File: src/rtl/dmem_dma.sv
// Block-copy / block-fill engine owning the single dmem address/write port.
// Passes core requests through when idle; 2 cycles per copied byte, 1 per filled byte.
module dmem_dma (
    input  logic       clk,
    input  logic       reset,
    input  logic       start,
    input  logic       mode,
    input  logic [7:0] src,
    input  logic [7:0] dst,
    input  logic [7:0] len,
    input  logic [7:0] fill_val,
    input  logic [7:0] core_addr,
    input  logic       core_we,
    input  logic [7:0] core_di,
    input  logic [7:0] mem_dout,
    output logic [7:0] mem_addr,
    output logic       mem_we,
    output logic [7:0] mem_di,
    output logic       busy,
    output logic       done
);

    localparam int unsigned AW = 8;
    localparam int unsigned DW = 8;

    typedef enum logic [1:0] {S_IDLE, S_READ, S_WRITE, S_DONE} state_t;

    state_t          r_state;
    state_t          w_state_nxt;
    logic            r_mode;
    logic            w_mode_nxt;
    logic            r_back;
    logic            w_back_nxt;
    logic [DW-1:0]   r_fill_val;
    logic [DW-1:0]   w_fill_val_nxt;
    logic [AW-1:0]   r_count;
    logic [AW-1:0]   w_count_nxt;
    logic [AW-1:0]   r_src_ptr;
    logic [AW-1:0]   w_src_ptr_nxt;
    logic [AW-1:0]   r_dst_ptr;
    logic [AW-1:0]   w_dst_ptr_nxt;
    logic [DW-1:0]   r_data;
    logic [DW-1:0]   w_data_nxt;

    logic [AW-1:0]   w_diff;
    logic [AW-1:0]   w_len_m1;
    logic            w_back;
    logic [AW-1:0]   w_step;

    // Copy runs backward only when dst lands inside the source block (overlap hazard).
    assign w_diff   = AW'(dst - src);
    assign w_len_m1 = AW'(len - AW'(1));
    assign w_back   = !mode && (w_diff != '0) && (w_diff <= w_len_m1);
    assign w_step   = r_back ? '1 : AW'(1);

    always_comb begin
        w_state_nxt    = r_state;
        w_mode_nxt     = r_mode;
        w_back_nxt     = r_back;
        w_fill_val_nxt = r_fill_val;
        w_count_nxt    = r_count;
        w_src_ptr_nxt  = r_src_ptr;
        w_dst_ptr_nxt  = r_dst_ptr;
        w_data_nxt     = r_data;
        case (r_state)
            S_IDLE: begin
                if (start) begin
                    if (len == '0) begin
                        w_state_nxt = S_DONE;
                    end else begin
                        w_mode_nxt     = mode;
                        w_back_nxt     = w_back;
                        w_fill_val_nxt = fill_val;
                        w_count_nxt    = len;
                        w_src_ptr_nxt  = w_back ? AW'(src + w_len_m1) : src;
                        w_dst_ptr_nxt  = w_back ? AW'(dst + w_len_m1) : dst;
                        w_state_nxt    = mode ? S_WRITE : S_READ;
                    end
                end
            end
            S_READ: begin
                w_data_nxt  = mem_dout;
                w_state_nxt = S_WRITE;
            end
            S_WRITE: begin
                w_src_ptr_nxt = AW'(r_src_ptr + w_step);
                w_dst_ptr_nxt = AW'(r_dst_ptr + w_step);
                w_count_nxt   = AW'(r_count - AW'(1));
                if (r_count == AW'(1)) begin
                    w_state_nxt = S_DONE;
                end else begin
                    w_state_nxt = r_mode ? S_WRITE : S_READ;
                end
            end
            S_DONE: begin
                w_state_nxt = S_IDLE;
            end
            default: begin
                w_state_nxt = S_IDLE;
            end
        endcase
    end

    always_ff @(posedge clk or posedge reset) begin
        if (reset) begin
            r_state    <= S_IDLE;
            r_mode     <= 1'b0;
            r_back     <= 1'b0;
            r_fill_val <= '0;
            r_count    <= '0;
            r_src_ptr  <= '0;
            r_dst_ptr  <= '0;
            r_data     <= '0;
        end else begin
            r_state    <= w_state_nxt;
            r_mode     <= w_mode_nxt;
            r_back     <= w_back_nxt;
            r_fill_val <= w_fill_val_nxt;
            r_count    <= w_count_nxt;
            r_src_ptr  <= w_src_ptr_nxt;
            r_dst_ptr  <= w_dst_ptr_nxt;
            r_data     <= w_data_nxt;
        end
    end

    // Port mux: core owns dmem outside READ/WRITE, so an async reset hands it back at once.
    always_comb begin
        mem_addr = core_addr;
        mem_we   = core_we;
        mem_di   = core_di;
        busy     = 1'b0;
        done     = 1'b0;
        case (r_state)
            S_READ: begin
                mem_addr = r_src_ptr;
                mem_we   = 1'b0;
                mem_di   = r_data;
                busy     = 1'b1;
            end
            S_WRITE: begin
                mem_addr = r_dst_ptr;
                mem_we   = 1'b1;
                mem_di   = r_mode ? r_fill_val : r_data;
                busy     = 1'b1;
            end
            S_DONE: begin
                done = 1'b1;
            end
            default: begin
                busy = 1'b0;
            end
        endcase
    end

endmodule
File: config.mk
export PLATFORM = sky130hd
export DESIGN_NAME = dmem_dma
export DESIGN_NICKNAME = d
export VERILOG_FILES = /design/src/rtl/dmem_dma.sv
export SDC_FILE = /design/constraint.sdc
export NUM_CORES = 1
export LEC_CHECK = 0
export CELL_PAD_IN_SITES_DETAIL_PLACEMENT = 0
export CELL_PAD_IN_SITES_GLOBAL_PLACEMENT = 2
export CORE_MARGIN = 4
export CORE_UTILIZATION = 35
export DETAILED_ROUTE_END_ITERATION = 8
export PLACE_DENSITY = 0.95
export SLEW_MARGIN = 10
export SYNTH_ARGS = -nofsm -noshare
export SYNTH_HDL_FRONTEND = slang
export SYNTH_SLANG_ARGS = --single-unit
File: constraint.sdc
create_clock -name clk -period 4.85 [get_ports clk]
set_clock_uncertainty 0.05 [all_clocks]
set_input_delay 0.97 -clock clk [delete_from_list [all_inputs] [get_ports clk]]
set_output_delay 0.97 -clock clk [all_outputs]
set_load 0.1 [all_outputs]
# Word level (Yosys, flattened, before mapping)
# Index checks and enable logic that the tools add are counted.
[word_totals]
reg_bits = 44
input_bits = 61
word_cells = 57
[classes]
n_addsub = 7
magnitude_cmp = 1
n_eq_ne = 6
n_mux = 24
bitwise = 1
n_reduce_logical = 10
[op_table]
columns = ["op", "count"]
rows = [
  ["2-to-1 mux 8 bit", 10],
  ["case mux 8 bit (2 select lines)", 5],
  ["adder 8 bit", 4],
  ["subtractor 8 x 1 -> 8 bit (second input constant)", 2],
  ["2-to-1 mux 2 bit", 5],
  ["equality test 8 x 1 -> 1 bit (second input constant)", 1],
  ["less-or-equal comparator 8 bit", 1],
  ["zero test 8 bit", 1],
  ["case mux 2 bit (4 select lines)", 1],
  ["nonzero test 8 bit", 1],
  ["subtractor 8 bit", 1],
  ["AND reduction 3 bit", 2],
  ["equality test 2 bit (second input constant)", 2],
  ["!= test 2 bit (second input constant)", 2],
  ["equality test 2 x 1 -> 1 bit (second input constant)", 1],
  ["logical AND 1 bit", 2],
  ["zero test 2 bit", 1],
  ["2-to-1 mux 1 bit", 2],
  ["case mux 1 bit (2 select lines)", 1],
  ["nonzero test 2 bit", 1],
  ["OR reduction 2 bit", 1],
  ["zero test 1 bit", 1],
  ["inverter 1 bit", 1],
]

# Depth between registers and ports, before layout
[depth]
ltp_word = 8
mapped_depth = 17
mapped_depth_nobuf = 15

# Worst setup path before layout
# Ideal clock, no wire load.
[synth_path]
path_kind = "flip-flop to output port"
start = "register r_state[0]"
end = "output port mem_addr[2]"
arrival_ps = 3589
slack_ps = 241
path_stages_with_launch = 7
path_buffers = 2
cell_sequence = "dfrtp_1 > inv_1 > ha_1 > clkbuf_1 > clkbuf_1 > nor2_1 > a21oi_1"
[synth_between]
elab_chain_len = 2
[synth_rtl]
columns = ["element", "line", "rtl"]
rows = [
  ["start, declared", "28", "state_t r_state;"],
  ["start signal, assigned", "115", "r_state <= w_state_nxt;"],
  ["equality test 2 bit / equality test 2 x 1 -> 1 bit (equally long branches)", "133", "case (r_state)"],
  ["case mux 8 bit (2 select lines) (*)", "133", ""],
  ["end, declared", "16", "output logic [7:0] mem_addr,"],
]
# Mark *: on every way between the ends. The rest lies on a longest branch, timed or not.

# Final worst setup path
[layout_path]
start = "input port src[1]"
end = "register r_src_ptr[3]"
[layout_between]
elab_chain_len = 8
[layout_rtl]
columns = ["element", "line", "rtl"]
rows = [
  ["start, declared", "8", "input logic [7:0] src,"],
  ["branches (longest 4 deep; another with subtractor 8 bit)", "n/a", ""],
  ["2-to-1 mux 8 bit (*)", "75", "w_src_ptr_nxt = w_back ? AW'(src + w_len_m1) : src;"],
  ["2-to-1 mux 8 bit (*)", "68", "if (len == '0) begin"],
  ["2-to-1 mux 8 bit (*)", "67", "if (start) begin"],
  ["case mux 8 bit (2 select lines) (*)", "65", "case (r_state)"],
  ["end signal, assigned", "120", "r_src_ptr <= w_src_ptr_nxt;"],
  ["end, declared", "38", "logic [AW-1:0] r_src_ptr;"],
]
# Every way passes the cells marked *. The select of a mux whose other input is x is not followed.
# A chain may end at the register's enable or synchronous reset.

==> results_tabular.tex <==
\begin{tabular}{lr}
\hline
Metric & Value \\
\hline
\multicolumn{2}{l}{\textbf{Detailed routing}} \\
Post-DR vias/cell & about 5.4 \\
DRC viols & 0 \\
Average detailed-routed wire length per instance & 16.11 µm \\
Post-DRT Antenna Nets & 0 \\
Routed via count & roughly 4300 \\
Sum of routed wire length over all layers & around 13000 µm \\
Number of design-rule violations left by the first detailed-router iteration & $\sim$170 \\
Drt first pass iters & 5 \\
\multicolumn{2}{l}{\textbf{GRT}} \\
Largest net degree at the start of global routing & 46 \\
Via count of the first global-routing pass & 4187 \\
Global router's overall resource usage & 17.21\% \\
Remaining Overflow, GRT & 0 \\
Global-route wire length before repair & roughly 21000 µm \\
Initial antenna violation count & 0 \\
\multicolumn{2}{l}{\textbf{Die}} \\
Height of the die & between 100 and 150 µm \\
Area of the die & 0.01469 mm² \\
Number of standard-cell rows in the floorplan & 41 \\
Effective utilization at floorplan & between 30\% and 40\% \\
Die boundary width & 121.2 µm \\
Number of primary I/O pins & 80 \\
Total core area & between 0.01 and 0.015 mm² \\
\multicolumn{2}{l}{\textbf{Yosys}} \\
Post-synth ARST share & 100.0\% \\
Number of unique standard cell types used by synthesis & between 60 and 70 \\
Area of the mapped netlist & 0.004484 mm² \\
Count of flip-flops with a built-in enable after synthesis & 0 \\
Post-synthesis sequential area ratio & around 25\% \\
Post-synthesis average cell area & about 8.5 µm² \\
Number of warnings printed during yosys synthesis & 0 \\
Total of flip-flops plus latches after synthesis & 44 \\
Number of instances in the synthesized netlist & between 500 and 600 \\
Library cell with the largest summed area after synthesis & dfrtp\_1 \\
Most repeated cell in the gate-level netlist after synthesis & ha\_1 \\
Post-Synthesis Net Count & around 640 \\
Post-synth top cells & ha\_1, a21oi\_1, dfrtp\_1 \\
Top FF cell, synth & dfrtp\_1 \\
Post-synth top area share & between 20\% and 30\% \\
Synth area leaders & dfrtp\_1, ha\_1, a21oi\_1 \\
\multicolumn{2}{l}{\textbf{Placement}} \\
Final weighted congestion of routability-driven global placement & about 0.94 \\
Number of buffers added on ports & 79 \\
Pre-CTS setup slack & -42.52 ps \\
Placed wire-length estimate & 10160 µm \\
\multicolumn{2}{l}{\textbf{Timing}} \\
Final critical-path setup slack & around 230 ps \\
Unrepaired setup endpoints after global routing & no \\
Worst Max-Slew Pin Slew & approximately 1100 ps \\
Achievable Freq & 216.5 MHz \\
Final Slew Violations & 0 \\
Normalized max-slew margin & approximately 28\% \\
Final critical delay including setup and external delays & around 4600 ps \\
Crit share post-route & 95.24\% \\
Final Hold Fails & 0 \\
Setup Viol. Count Final & 0 \\
\multicolumn{2}{l}{\textbf{CTS}} \\
Clock sink total & 44 \\
Post-CTS Resized & 0 \\
Hold Buf Count CTS & 0 \\
Clock latency of the later-clocked register in the worst-skew pair & a little under 300 ps \\
Clock input transition at the sequential cells of the worst setup and hold paths & 60 ps \\
Clock tree from TritonCTS & built \\
Post-CTS Setup Bufs & 0 \\
Root buffer cell & clkbuf\_16 \\
H-tree lvl count & 2 \\
Total clock buffers created by CTS & 5 \\
Clock Path Buffers & 2 \\
\multicolumn{2}{l}{\textbf{Critical path}} \\
Sort of element at the start of the critical path & input port \\
Length in cells of the worst reg-to-reg path & 8 \\
Setup crit start & src[1] \\
Data arrival, critical path & $\sim$4800 ps \\
Type of destination of the critical path & flip-flop \\
Worst-path fanout max & 5 \\
Start of the worst register-to-register path & r\_state[0] \\
Required arrival time at the worst endpoint & around 5000 ps \\
WS Path Type & in -> reg \\
\multicolumn{2}{l}{\textbf{Layout}} \\
Storage element area & about 0.0011 mm² \\
Share of final-layout standard cells stronger than drive strength 1 & between 10\% and 20\% \\
Signed area change from the synthesized netlist to the final layout & 30.08\% \\
Net total in the final layout & between 700 and 800 \\
Area occupied by multi-input gates & roughly 0.0031 mm² \\
Ant diodes & 0 \\
Number of filler instances in the final layout & 1248 \\
\multicolumn{2}{l}{\textbf{Power and ir drop}} \\
Pwr/cell area & between 700 and 800 mW/mm² \\
Proportion of power drawn by the clock network & under 10\% \\
Post-route total power & approximately 4.4 mW \\
Internal portion of total power & around 1.9 mW \\
Switching share of power & about 57\% \\
Maximum VDD drop & 236.4 µV \\
Combinational fraction of design power & roughly 75\% \\
Proportion of power drawn by flip-flops and latches & $\sim$17\% \\
LEAKAGE & approximately 2.5 nW \\
Reported net switching power & roughly 2.5 mW \\
\multicolumn{2}{l}{\textbf{Min path}} \\
Startpoint of the most critical hold path & r\_data[5] \\
Worst hold path type & reg -> reg \\
Cell depth of the worst hold path & 1 \\
\multicolumn{2}{l}{\textbf{Outcome}} \\
Run status & complete, no violations \\
\multicolumn{2}{l}{\textbf{Job}} \\
Count of maximum capacitance violations & 0 \\
\hline
\end{tabular}
[flip-flops by register name, indices dropped and copies added, names as in the netlist]
| register | count |
|---|---|
| r_dst_ptr | 8 |
| r_state | 2 |
| r_data | 8 |
| r_fill_val | 8 |
| r_back | 1 |
| r_mode | 1 |
| r_src_ptr | 8 |
| r_count | 8 |
[routing by layer]
layer | vias up | wire [µm] | global-route usage (%)
met5 | - | 0 | 0
met4 | 0 | 160 | 3.641
met3 | 10 | 638 | 2.191
met2 | 111 | 5905 | 28.52
met1 | 2013 | 6150 | 24.11
li1 | 2153 | - | -
[worst max-delay path, cell delays in order]
cell and delay [ps]:
clkdlybuf4s50_1 470, inv_1 80, ha_1 290, nor2b_1 160, o2111a_1 270, o2111ai_1 250
and3_2 230, inv_1 40, ha_1 320, a21oi_1 130, o21ai_0 90, o22a_1 240
or2_2 300, a31o_1 260, or4_1 530, a31oi_1 130
[power by group through the flow]
stage	clock (mW)	sequential (mW)	combinational, mW
6_report	0.395	0.731	3.31
5_1_grt	0.423	0.758	3.55
4_1_cts	0.403	0.728	3.32
3_5_place_dp	0	0.734	3.31
3_3_place_gp	0	0.726	3.26
2_1_floorplan	0	0.678	2.55
[per-stage QoR]
stage | setup TNS (ps) | area [µm²] | utilization [%] | hold slack (ps) | instances
global route | 0 | 5833 | 46.41 | 481.8 | 798
detailed placement | -84.89 | 5660 | 45.04 | 447.0 | 790
global placement | 0 | 5660 | 45.04 | 440.1 | 790
CTS | 0 | 5833 | 46.41 | 462.2 | 798
floorplan | 0 | 4484 | - | 420.4 | 528
finish | 0 | 5833 | 46.41 | 459.6 | 798
[cells by family (layout without fill, tap and decap cells)]
| group | count (synthesis) | in the layout | synth area share [%] |
|---|---|---|---|
| flops | 44 | 44 | 24.55 |
| compound gates | 174 | 174 | 26.06 |
| xor+xnor | 22 | 22 | 4.297 |
| simple gates | 145 | 145 | 16.43 |
| mux | 28 | 28 | 6.724 |
| buf+inv | 61 | 159 | 6.027 |
| fa+ha+maj | 54 | 54 | 15.90 |
[path summary, 6_finish.rpt]
check / to / slack (ps)
min in group asynchronous: r_data[0] / 1080
hold / removal: r_data[5] / 460
setup / recovery: r_src_ptr[3] / 230
hold reg to reg: r_data[5] / 460
setup reg to reg: r_dst_ptr[7] / 1260
max in group asynchronous: r_src_ptr[4] / 3270
[layout make-up]
| type | instances | area share, % |
|---|---|---|
| clock inverters | 3 | 0.8151 |
| inverters | 42 | 2.703 |
| multi-input cells | 423 | 53.37 |
| repair buffers | 109 | 18.40 |
| well taps | 172 | 3.689 |
| flip-flops and latches | 44 | 18.88 |
| clock buffers | 5 | 2.145 |
[cells in the final DEF (no fill, tap or decap), types with 14 or more instances in the layout]
cell type	n
o21ai_0	39
nor2_1	38
nand2_1	28
buf_4	39
nor3_1	14
mux2_2	17
xnor2_1	14
ha_1	49
nand3_1	14
clkdlybuf4s50_1	62
a21oi_1	46
inv_1	41
dfrtp_1	44
Power figures use the tool's default switching activity.
